<file path="config.mk">
export PLATFORM = sky130hd
export DESIGN_NAME = pll_lock_sequencer
export DESIGN_NICKNAME = d
export VERILOG_FILES = /design/src/rtl/pll_lock_sequencer_pkg.sv /design/src/rtl/pll_lock_sequencer_sync_2ff.sv /design/src/rtl/pll_lock_sequencer.sv
export SDC_FILE = /design/constraint.sdc
export NUM_CORES = 1
export LEC_CHECK = 0
export ABC_AREA = 1
export BUFFER_PORTS_ARGS = -buffer_cell sky130_fd_sc_hd__buf_2
export CORE_ASPECT_RATIO = 0.8
export CORE_MARGIN = 10
export CORE_UTILIZATION = 30
export CTS_CLUSTER_DIAMETER = 40
export DETAILED_ROUTE_END_ITERATION = 6
export GPL_TIMING_DRIVEN = 0
export HOLD_SLACK_MARGIN = 0.05
export PLACE_DENSITY = 0.53
export SYNTH_ARGS = -nofsm -noshare
export SYNTH_HDL_FRONTEND = slang
export SYNTH_SLANG_ARGS = --single-unit
</file>
<file path="constraint.sdc">
create_clock -name clk -period 2.1 [get_ports clk]
set_input_delay 0.21 -clock clk [delete_from_list [all_inputs] [get_ports clk]]
set_output_delay 0.21 -clock clk [all_outputs]
set_load 0.03 [all_outputs]
</file>
<file path="src/rtl/pll_lock_sequencer_pkg.sv">
// Shared state encoding for the PLL lock sequencer and its status readout.
// Also provides the elaboration-time helper used to size the shared timer.
package pll_lock_sequencer_pkg;

  typedef enum logic [1:0] {
    ST_PLL_RST   = 2'd0,
    ST_WAIT_LOCK = 2'd1,
    ST_STABLE    = 2'd2,
    ST_RUN       = 2'd3
  } state_e;

  function automatic int unsigned max3(input int unsigned a, input int unsigned b,
                                       input int unsigned c);
    int unsigned m;
    m = (a > b) ? a : b;
    return (m > c) ? m : c;
  endfunction

endpackage

</file>
<file path="src/rtl/pll_lock_sequencer_sync_2ff.sv">
// Two-stage synchroniser for one asynchronous level, reset to 0.
// Latency 2 clk edges; no flow control.
module pll_lock_sequencer_sync_2ff (
  input  logic clk,
  input  logic rst_n,
  input  logic d,
  output logic q
);

  logic meta_q, meta_d;
  logic sync_q, sync_d;

  always_comb begin
    meta_d = d;
    sync_d = meta_q;
  end

  always_ff @(posedge clk or negedge rst_n) begin
    if (!rst_n) begin
      meta_q <= 1'b0;
      sync_q <= 1'b0;
    end else begin
      meta_q <= meta_d;
      sync_q <= sync_d;
    end
  end

  assign q = sync_q;

endmodule

</file>
<file path="src/rtl/pll_lock_sequencer.sv">
// PLL supervisor: pulses PLL reset, retries on lock timeout, releases system reset after stable lock.
// Lock loss to sys_reset_n low is 3 clk edges; no flow control (soft_req is a 1-cycle pulse).
module pll_lock_sequencer #(
  parameter int unsigned RST_CYCLES    = 16,
  parameter int unsigned LOCK_TIMEOUT  = 4096,
  parameter int unsigned STABLE_CYCLES = 1024,
  parameter int unsigned CNT_W         = 8
) (
  input  logic             clk,
  input  logic             reset_n,
  input  logic             pll_lock,
  input  logic             soft_req,
  output logic             pll_reset,
  output logic             sys_reset_n,
  output logic             locked,
  output logic [1:0]       state,
  output logic [CNT_W-1:0] retry_count,
  output logic [CNT_W-1:0] lost_count
);
  import pll_lock_sequencer_pkg::*;

  localparam int unsigned TMR_MAX = max3(RST_CYCLES, LOCK_TIMEOUT, STABLE_CYCLES);
  localparam int unsigned TMR_W   = (TMR_MAX > 1) ? $clog2(TMR_MAX) : 1;

  logic             lock_s;
  state_e           state_q, state_d;
  logic [TMR_W-1:0] timer_q, timer_d;
  logic [CNT_W-1:0] retry_q, retry_d;
  logic [CNT_W-1:0] lost_q, lost_d;
  logic             pll_reset_q, pll_reset_d;
  logic             sys_reset_n_q, sys_reset_n_d;
  logic             locked_q, locked_d;

  pll_lock_sequencer_sync_2ff u_lock_sync (
    .clk   (clk),
    .rst_n (reset_n),
    .d     (pll_lock),
    .q     (lock_s)
  );

  always_comb begin
    state_d = state_q;
    retry_d = retry_q;
    lost_d  = lost_q;
    case (state_q)
      ST_PLL_RST: begin
        if (timer_q == TMR_W'(RST_CYCLES - 1)) state_d = ST_WAIT_LOCK;
      end
      ST_WAIT_LOCK: begin
        if (lock_s) begin
          state_d = ST_STABLE;
        end else if (timer_q == TMR_W'(LOCK_TIMEOUT - 1)) begin
          state_d = ST_PLL_RST;
          if (retry_q != '1) retry_d = retry_q + CNT_W'(1);
        end
      end
      ST_STABLE: begin
        if (!lock_s) begin
          state_d = ST_WAIT_LOCK;
        end else if (timer_q == TMR_W'(STABLE_CYCLES - 1)) begin
          state_d = ST_RUN;
        end
      end
      ST_RUN: begin
        if (!lock_s) begin
          state_d = ST_PLL_RST;
          if (lost_q != '1) lost_d = lost_q + CNT_W'(1);
        end
      end
      default: state_d = ST_PLL_RST;
    endcase

    // A software restart overrides everything, including any counter bump above.
    if (soft_req) begin
      state_d = ST_PLL_RST;
      retry_d = retry_q;
      lost_d  = lost_q;
    end

    timer_d = (soft_req || (state_d != state_q)) ? '0 : timer_q + TMR_W'(1);

    // Outputs decode the next state so they change on the same edge as state_q.
    pll_reset_d   = (state_d == ST_PLL_RST);
    sys_reset_n_d = (state_d == ST_RUN);
    locked_d      = (state_d == ST_RUN);
  end

  always_ff @(posedge clk or negedge reset_n) begin
    if (!reset_n) begin
      state_q       <= ST_PLL_RST;
      timer_q       <= '0;
      retry_q       <= '0;
      lost_q        <= '0;
      pll_reset_q   <= 1'b1;
      sys_reset_n_q <= 1'b0;
      locked_q      <= 1'b0;
    end else begin
      state_q       <= state_d;
      timer_q       <= timer_d;
      retry_q       <= retry_d;
      lost_q        <= lost_d;
      pll_reset_q   <= pll_reset_d;
      sys_reset_n_q <= sys_reset_n_d;
      locked_q      <= locked_d;
    end
  end

  assign pll_reset   = pll_reset_q;
  assign sys_reset_n = sys_reset_n_q;
  assign locked      = locked_q;
  assign state       = state_q;
  assign retry_count = retry_q;
  assign lost_count  = lost_q;

endmodule
</file>
Word level (Yosys, flattened, before mapping)
Index checks and enable logic that the tools add are counted.

word-level totals
  bits in registers = 34
  bits of input ports = 4
  output and inout port bits = 21

cells by class
  add/subtract/negate cells = 3
  eq/ne operators = 10
  multiplexer cells = 9
  bitwise logic cells = 2
  reductions and logical operators = 5

operator list
  kind                   number
  $add 8x1->8 const B    2
  $ne 8x8->1 const B     2
  $mux 2                 7
  $add 12x1->12 const B  1
  $eq 12x10->1 const B   1
  $eq 12x12->1 const B   1
  $eq 12x4->1 const B    1
  $mux 12                1
  $pmux 2 s4             1
  $eq 2x2->1 const B     3
  $reduce_and 5->1       1
  $logic_not 2->1        2
  $reduce_and 4->1       1
  $eq 2x1->1 const B     1
  $ne 2x2->1             1
  $not 1->1              2
  $logic_or 1x1->1       1

Longest topological paths before layout
Gate-level depths: netlist of the first run.

  word-level depth = 8
  mapped depth = 12

Cells and area by module
From an unflattened synthesis of the first run, not the netlist that was laid out.

unflattened totals
  cell total of the unflattened synthesis = 200
  area total of the unflattened synthesis = 1779.2 um^2

by module, submodules not included
  module                       times used  cells each  area an instance (um^2)
  pll_lock_sequencer           1           198         1729.2
  pll_lock_sequencer_sync_2ff  1           2           50.0

Worst setup path after synthesis of the first run
OpenSTA, ideal clock, no wires.

  kind = flip-flop to flip-flop
  from = reg lost_q[1], in the netlist lost_count[1]
  to = reg lost_q[3], in the netlist lost_count[3]
  data arrival time = 1.616 ns
  data required time = 1.963 ns
  path slack = 0.347 ns
  stages on the path, launching flop included = 9
  path buffers = 1
  clock period less this slack = 1.753 ns
  path through = dfrtp_1 > ha_1 > nand3_1 > nor3_1 > nand3_1 > nand4_1 > buf_2 > nor2_1 > xor2_1

on the way
  cells in the longest elaborated chain, start to end = 2
  elaborated cells between the ends (all ways) = 3

RTL lines
  element                                              line                       text
  start: declaration                                   pll_lock_sequencer.sv:29   logic [CNT_W-1:0] lost_q, lost_d;
  start signal: assignment                             pll_lock_sequencer.sv:101  lost_q <= lost_d;
  branches (longest 2 deep; another with $add 8x1->8)  --

Parallel ways; which one is timed is not known.
A chain may end at the register's enable or synchronous reset.

Final worst setup path of the first run
Same ends and word-level chain as after synthesis.

==> summary.md, run 1 <==
| Metric | Value |
|---|---|
| Vias/cell | `~4.3` |
| Ratio of cells with drive above 1 in the final layout | `a little over a fifth` |
| Total power | `between 1 and 1.5 mW` |
| Startpoint Class | `register` |
| Worst setup path end | `lost_count[3]` |
| Via count | `around 1400` |
| Post-Route Setup TNS | `0 ps` |
| Clock share of power | `38.9%` |
| Placed cell area | `approximately 2000 um2` |
| Register area share after synthesis | `roughly half` |
| Final HPWL DP | `2660 um` |
| Switching part of the total | `21.8%` |
| H-Tree Depth | `2` |
| Clock-pin transition on the worst setup and hold timing paths | `70 ps` |
| Seq pwr share | `between 50 and 60%` |
| R2R Path Start | `lost_count[1]` |
| # IOs | `25` |
| RSZ-0062 raised after global routing | `false` |
| Register bit total from synthesis | `34` |
| Final Util | `a little under two fifths` |
| Syn_area_per_cell | `roughly 8.4 um2` |
| Sw Pwr | `between 0.2 and 0.3 mW` |
| Total Wirelength | `3570 um` |
| Leakage | `slightly above 1 nW` |
| WS Path Type | `register to register` |
| ANT nets after route | `0` |
| Final hold vios | `0` |
| Initial antenna violation count | `0` |
| First-pass GRT wire length | `roughly 6300 um` |
| Worst Setup End Kind | `register` |
| FF-to-FF End | `lost_count[3]` |
| Initial Utilization | `31.6%` |
| Core area | `roughly 5600 um2` |
| Die Y | `88.6 um` |
| Bufs on Longest Clock Path | `2` |
| Min cycle time layout | `~1700 ps` |
| Setup-failing EPs final | `0` |
| DRC viols | `0` |
| Fillers | `roughly 590` |
| # rows | `24` |
| Peak supply drop | `~0.27 mV` |
| Flop-to-flop setup slack | `~350 ps` |
| R2R depth | `8` |
| Crit path required time | `~2300 ps` |
| Syn Std Cell Area | `1770 um2` |
| Area Overhead vs Synth | `18.0%` |
| Status | `complete, no violations` |
| Number of antenna diodes | `0` |
| Final global-route overflow total | `0` |
| Final Max Tran Viols | `0` |
| GP Congestion | `about 0.81` |
| Max cap viols | `0` |
| WHS | `~190 ps` |
| Max FO, Critical Path | `10` |
| Mapped Nets | `approximately 220` |
| Total CTS buffers | `5` |
| Clock Latency Late Sink | `280 ps` |
| Fin area | `2080 um2` |
| Synth Instances | `210` |
| Post-route clock period utilization | `83.1%` |
| Die Width | `around 110 um` |
| Max Freq | `approximately 570 MHz` |
| Total track usage | `8.27%` |
| Hold Path Class | `input port to register` |
| Setup crit start | `lost_count[1]` |
| Total number of yosys warnings | `0` |
| CP Data Arrival Time | `1910 ps` |
| Largest net degree at the start of global routing | `35` |
| Vias in the first global route | `1314` |
| Sink Count | `34` |
| PwrDens | `560 nW/um2` |
| Drt first pass iters | `4` |
| DR WL/cell | `around 11 um` |
| Drt first-iter violations | `between 40 and 50` |
| Combinational group share of total power | `approximately 3.8%` |
| Root buffer cell | `clkbuf_8` |
| Post-synthesis cell type count | `25` |
| Slew margin rel. | `around 48%` |
| Tightest Pin Transition | `774 ps` |
| Post-route clock skew | `approximately 7.5 ps` |
| Pint | `0.912 mW` |
| CTS tree | `built` |
| Die ar. | `approximately 9400 um2` |
| Final nets | `between 200 and 300` |
| Port Buffers | `24` |
-- cells in the mapped netlist, drive strengths merged --
master	count	area [um2]
a21oi	4	23.8
nor4	1	6.26
nand3	12	70.1
dfrtp	33	826
buf	3	23.8
ha	3	37.5
nand2	43	171
nor2	39	186
inv	30	113
or2	1	6.26
o21ai	10	50.1
a211oi	1	7.51
xor2	13	114
xnor2	4	35.0
or3b	1	8.76
dfstp	1	26.3
nand4	5	31.3
nor3	6	30.0
-- what timing repair did --
action | 4_1_cts | 5_1_grt
resized for setup | 0 | 0
setup buffers | 0 | 0
hold endpoints to repair | 26 | 0
hold buffers | 2 | 0
-- metal layers --
metal  global-route usage [%]  part of all wire [%]
met1                     10.4                    51
met2                     12.2                    41
met3                     3.34                   5.9
met4                     3.68                   1.9
met5                        0                     0
-- worst max-delay path, cell delays in order, from the launching register on --
cell     delay, ps
dfrtp_1        390
ha_1           190
nand3_1        120
nor3_1         230
nand3_1        130
nand4_1        130
buf_2          220
nor2_1          70
xor2_1         140
-- flip-flops by register name (all words and copies together) (netlist names) --
signal,flops
locked,1
timer_q,12
lost_count,8
pll_reset,1
retry_count,8
state,2
u_lock_sync.meta_q,1
u_lock_sync.q,1
-- layout by cell type (no fill, tap or decap), types with 5 or more instances in the layout --
master	count
buf_2	25
nor2_2	10
nand4_1	5
clkbuf_8	5
xor2_1	13
o21ai_0	10
nand2_1	39
nor2_1	27
dfrtp_1	33
inv_1	30
nand3_1	10
nor3_1	6
-- worst min path at each step --
stage / start / endpoint / slack, ps / cells after the start
3_3_place_gp: pll_lock / u_lock_sync.meta_q / 320 / 1
5_1_grt: soft_req / state[1] / 200 / 2
6_report: soft_req / state[1] / 190 / 2
4_1_cts: soft_req / state[1] / 170 / 2
2_1_floorplan: reset_n / locked / -90 / 0
3_5_place_dp: pll_lock / u_lock_sync.meta_q / 330 / 1
-- kinds of logic after synthesis --
kind of cell / Yosys count / synth area share [%]
and+or+nand+nor: 108 / 28.9
DFF: 34 / 48.2
buffers and inverters: 33 / 7.72
xor gates and xnor gates: 17 / 8.43
AOI/OAI and AO/OA: 15 / 4.60
adders and majority gates: 3 / 2.12
-- stage by stage --
step           cells  worst slack (ps)
3_3_place_gp     312               376
5_1_grt          322               131
3_5_place_dp     312               335
4_1_cts          322               316
2_1_floorplan    210               347
6_report         322               355
-- cell type report --
cell class | count | area [um2] | share of cell area (%)
Sequential cell | 34 | 852 | 40.9
Multi-Input combinational cell | 143 | 778 | 37.3
Timing Repair Buffer | 26 | 140 | 6.72
Inverter | 30 | 113 | 5.40
Tap cell | 78 | 97.6 | 4.68
Clock buffer | 8 | 80.1 | 3.84
Buffer | 3 | 23.8 | 1.14
-- power groups by stage --
stage | Combinational, mW | Clock [mW] | Sequential, mW
2_1_floorplan | 0.0221 | 0 | 0.679
3_3_place_gp | 0.0442 | 0 | 0.680
3_5_place_dp | 0.0435 | 0 | 0.680
4_1_cts | 0.0468 | 0.476 | 0.668
5_1_grt | 0.0509 | 0.510 | 0.669
6_report | 0.0446 | 0.454 | 0.668
Note: power is estimated with default switching activity, not from simulation.
==> run 2: changes to the inputs <==
==> constraint.sdc (replaced) <==
create_clock -name clk -period 1.7 [get_ports clk]
set_input_delay 0.17 -clock clk [delete_from_list [all_inputs] [get_ports clk]]
set_output_delay 0.17 -clock clk [all_outputs]
set_load 0.03 [all_outputs]
==> run 2 against run 1 <==
- the run now ends with negative setup slack left
- combinational power rose by 150%
- cell area rose by 18%
- critical path depth rose by 4
- worst hold slack got worse by 30 ps
- routed wire length rose by 13%
- critical endpoint is now timer_q[5]
==> summary.md, run 2 (synthesized netlist as in run 1, its figures left out) <==
| Metric | Value |
|---|---|
| Startpoint Class | `register` |
| Tightest Pin Transition | `between 700 and 800 ps` |
| Post-route clock skew | `approximately 9.7 ps` |
| Total CTS buffers | `5` |
| Worst Setup End Kind | `register` |
| Most frequent cells in the layout | `38 x nand2_1, 29 x inv_1, 29 x dfrtp_1` |
| Die ar. | `9380 um2` |
| Clock-pin transition on the worst setup and hold timing paths | `70 ps` |
| Final hold vios | `0` |
| Crit path required time | `roughly 1900 ps` |
| Met2 Wirelength | `1870 um` |
| Via count | `between 1000 and 1500` |
| Status | `complete, but fails checks` |
| Max Freq | `564 MHz` |
| Uppermost layer routed | `met4` |
| CTS tree | `built` |
| Hold Path Class | `input port to register` |
| Commonest non-fill, non-tap cell in the layout | `nand2_1` |
| DRC viols | `0` |
| Leakage | `roughly 1.2 nW` |
| Final Max Tran Viols | `0` |
| Largest net degree at the start of global routing | `35` |
| Setup-failing EPs final | `11` |
| Final nets | `between 200 and 300` |
| Register area | `between 800 and 900 um2` |
| Final HPWL DP | `2670 um` |
| Number of antenna diodes | `0` |
| Setup crit start | `timer_q[0]` |
| Core area | `5590 um2` |
| Ratio of cells with drive above 1 in the final layout | `36.2%` |
| Hold_sp | `soft_req` |
| WHS | `between 150 and 200 ps` |
| Root buffer cell | `clkbuf_8` |
| RSZ-0062 raised after global routing | `true` |
| Die Width | `106 um` |
| Vias/cell | `between 4 and 5` |
| Post-route setup slack | `-71.8 ps` |
| Initial Utilization | `approximately a third` |
| Max cap viols | `0` |
| Most flops, register | `timer_q` |
| Min cycle time layout | `1770 ps` |
| Peak supply drop | `0.258 mV` |
| # rows | `24` |
| Bufs on Longest Clock Path | `2` |
| DR WL/cell | `roughly 12 um` |
| Total track usage | `under 10%` |
| Sink Count | `34` |
| Post-route clock period utilization | `104%` |
| Max reg flops | `12` |
| Port Buffers | `24` |
| ANT nets after route | `0` |
| Vias in the first global route | `1476` |
| R2R Path Start | `timer_q[0]` |
| Post-Route M1 WL | `between 1500 and 2000 um` |
| PwrDens | `around 610 nW/um2` |
| First-pass GRT wire length | `between 6000 and 7000 um` |
| Area occupied by multi-input gates | `912 um2` |
| Slew margin rel. | `47.9%` |
| # IOs | `25` |
| Die Y | `roughly 90 um` |
| Flop-to-flop setup slack | `-70 ps` |
| Final global-route overflow total | `0` |
| Drt first pass iters | `4` |
| Pre-CTS WS | `-52.8 ps` |
| Met3 wire length | `201 um` |
| Max FO, Critical Path | `5` |
| Total Wirelength | `4030 um` |
| Fillers | `roughly 550` |
| WS Path Type | `register to register` |
| Area Overhead vs Synth | `39.2%` |
| Post-Layout Cell Count | `approximately 350` |
| H-Tree Depth | `2` |
| Drt first-iter violations | `83` |
| GP Congestion | `just over 0.8` |
| Failing checks | `negative setup slack` |
| Placed instance count | `between 300 and 400` |
| Clock Latency Late Sink | `roughly 280 ps` |
| Initial antenna violation count | `0` |
| CP Data Arrival Time | `just under 2000 ps` |
==> run 2: cell count changes in the layout (fill, tap and decap cells not counted), sizes merged <==
| cell | delta |
|---|---|
| buf | +24 |
==> run 2: area by class of cell <==
cell class,count,share of cell area (%)
inverter,30,4.58
sequential,34,34.8
clock buffer,8,3.26
tap,78,3.97
timing repair buffer,50,14.7
multi-input combinational,143,37.1
buffer,3,1.58
==> run 2: worst paths after layout <==
path / to / depth (start not counted)
max in group asynchronous: retry_count[3] / 2
max: timer_q[5] / 12
min reg2reg: u_lock_sync.q / 0
min in group asynchronous: timer_q[7] / 2
min: state[1] / 2
max reg2reg: timer_q[5] / 12
==> run 2: repair_timing <==
action,in CTS,in global routing
hold buffers,2,0
endpoints found under the hold margin,34,0
setup endpoints to repair,13,27
gates cloned,1,1
pin swaps,8,9
buffers inserted,9,13
resized for setup,12,31
==> run 2: critical path, cell delays in order, from the launching register on <==
cell and delay, ps:
dfrtp_1 410, ha_4 190, nand2_4 60, nor2_4 150, nand3_4 90, a21oi_2 150
nand2_2 90, nand2_2 70, nand2_2 70, nand3_4 100, buf_6 120, buf_12 120
nor2_2 40
==> run 2: through the flow <==
stage / utilization, % / area (um2) / power (mW) / setup TNS, ps
floorplan: - / 1770 / 0.866 / 0
finish: 44.0 / 2460 / 1.51 / -544
global route: 44.0 / 2460 / 1.57 / -1580
global placement: 35.6 / 1990 / 0.895 / -172
CTS: 40.2 / 2250 / 1.50 / -68.1
detailed placement: 35.6 / 1990 / 0.895 / -470
==> run 2: per-layer routing <==
metal / vias to the layer above / GRT usage (%)
li1: 767 / -
met1: 670 / 10.7
met2: 22 / 14.2
met3: 2 / 3.27
met4: 0 / 4.54
met5: - / 0
==> run 2: report_power, final <==
group | internal, mW | leakage [nW] | switching, mW
combinational | 0.0546 | 0.694 | 0.0550
sequential | 0.818 | 0.444 | 0.0115
clock | 0.291 | 0.0395 | 0.276
total | 1.16 | 1.18 | 0.343
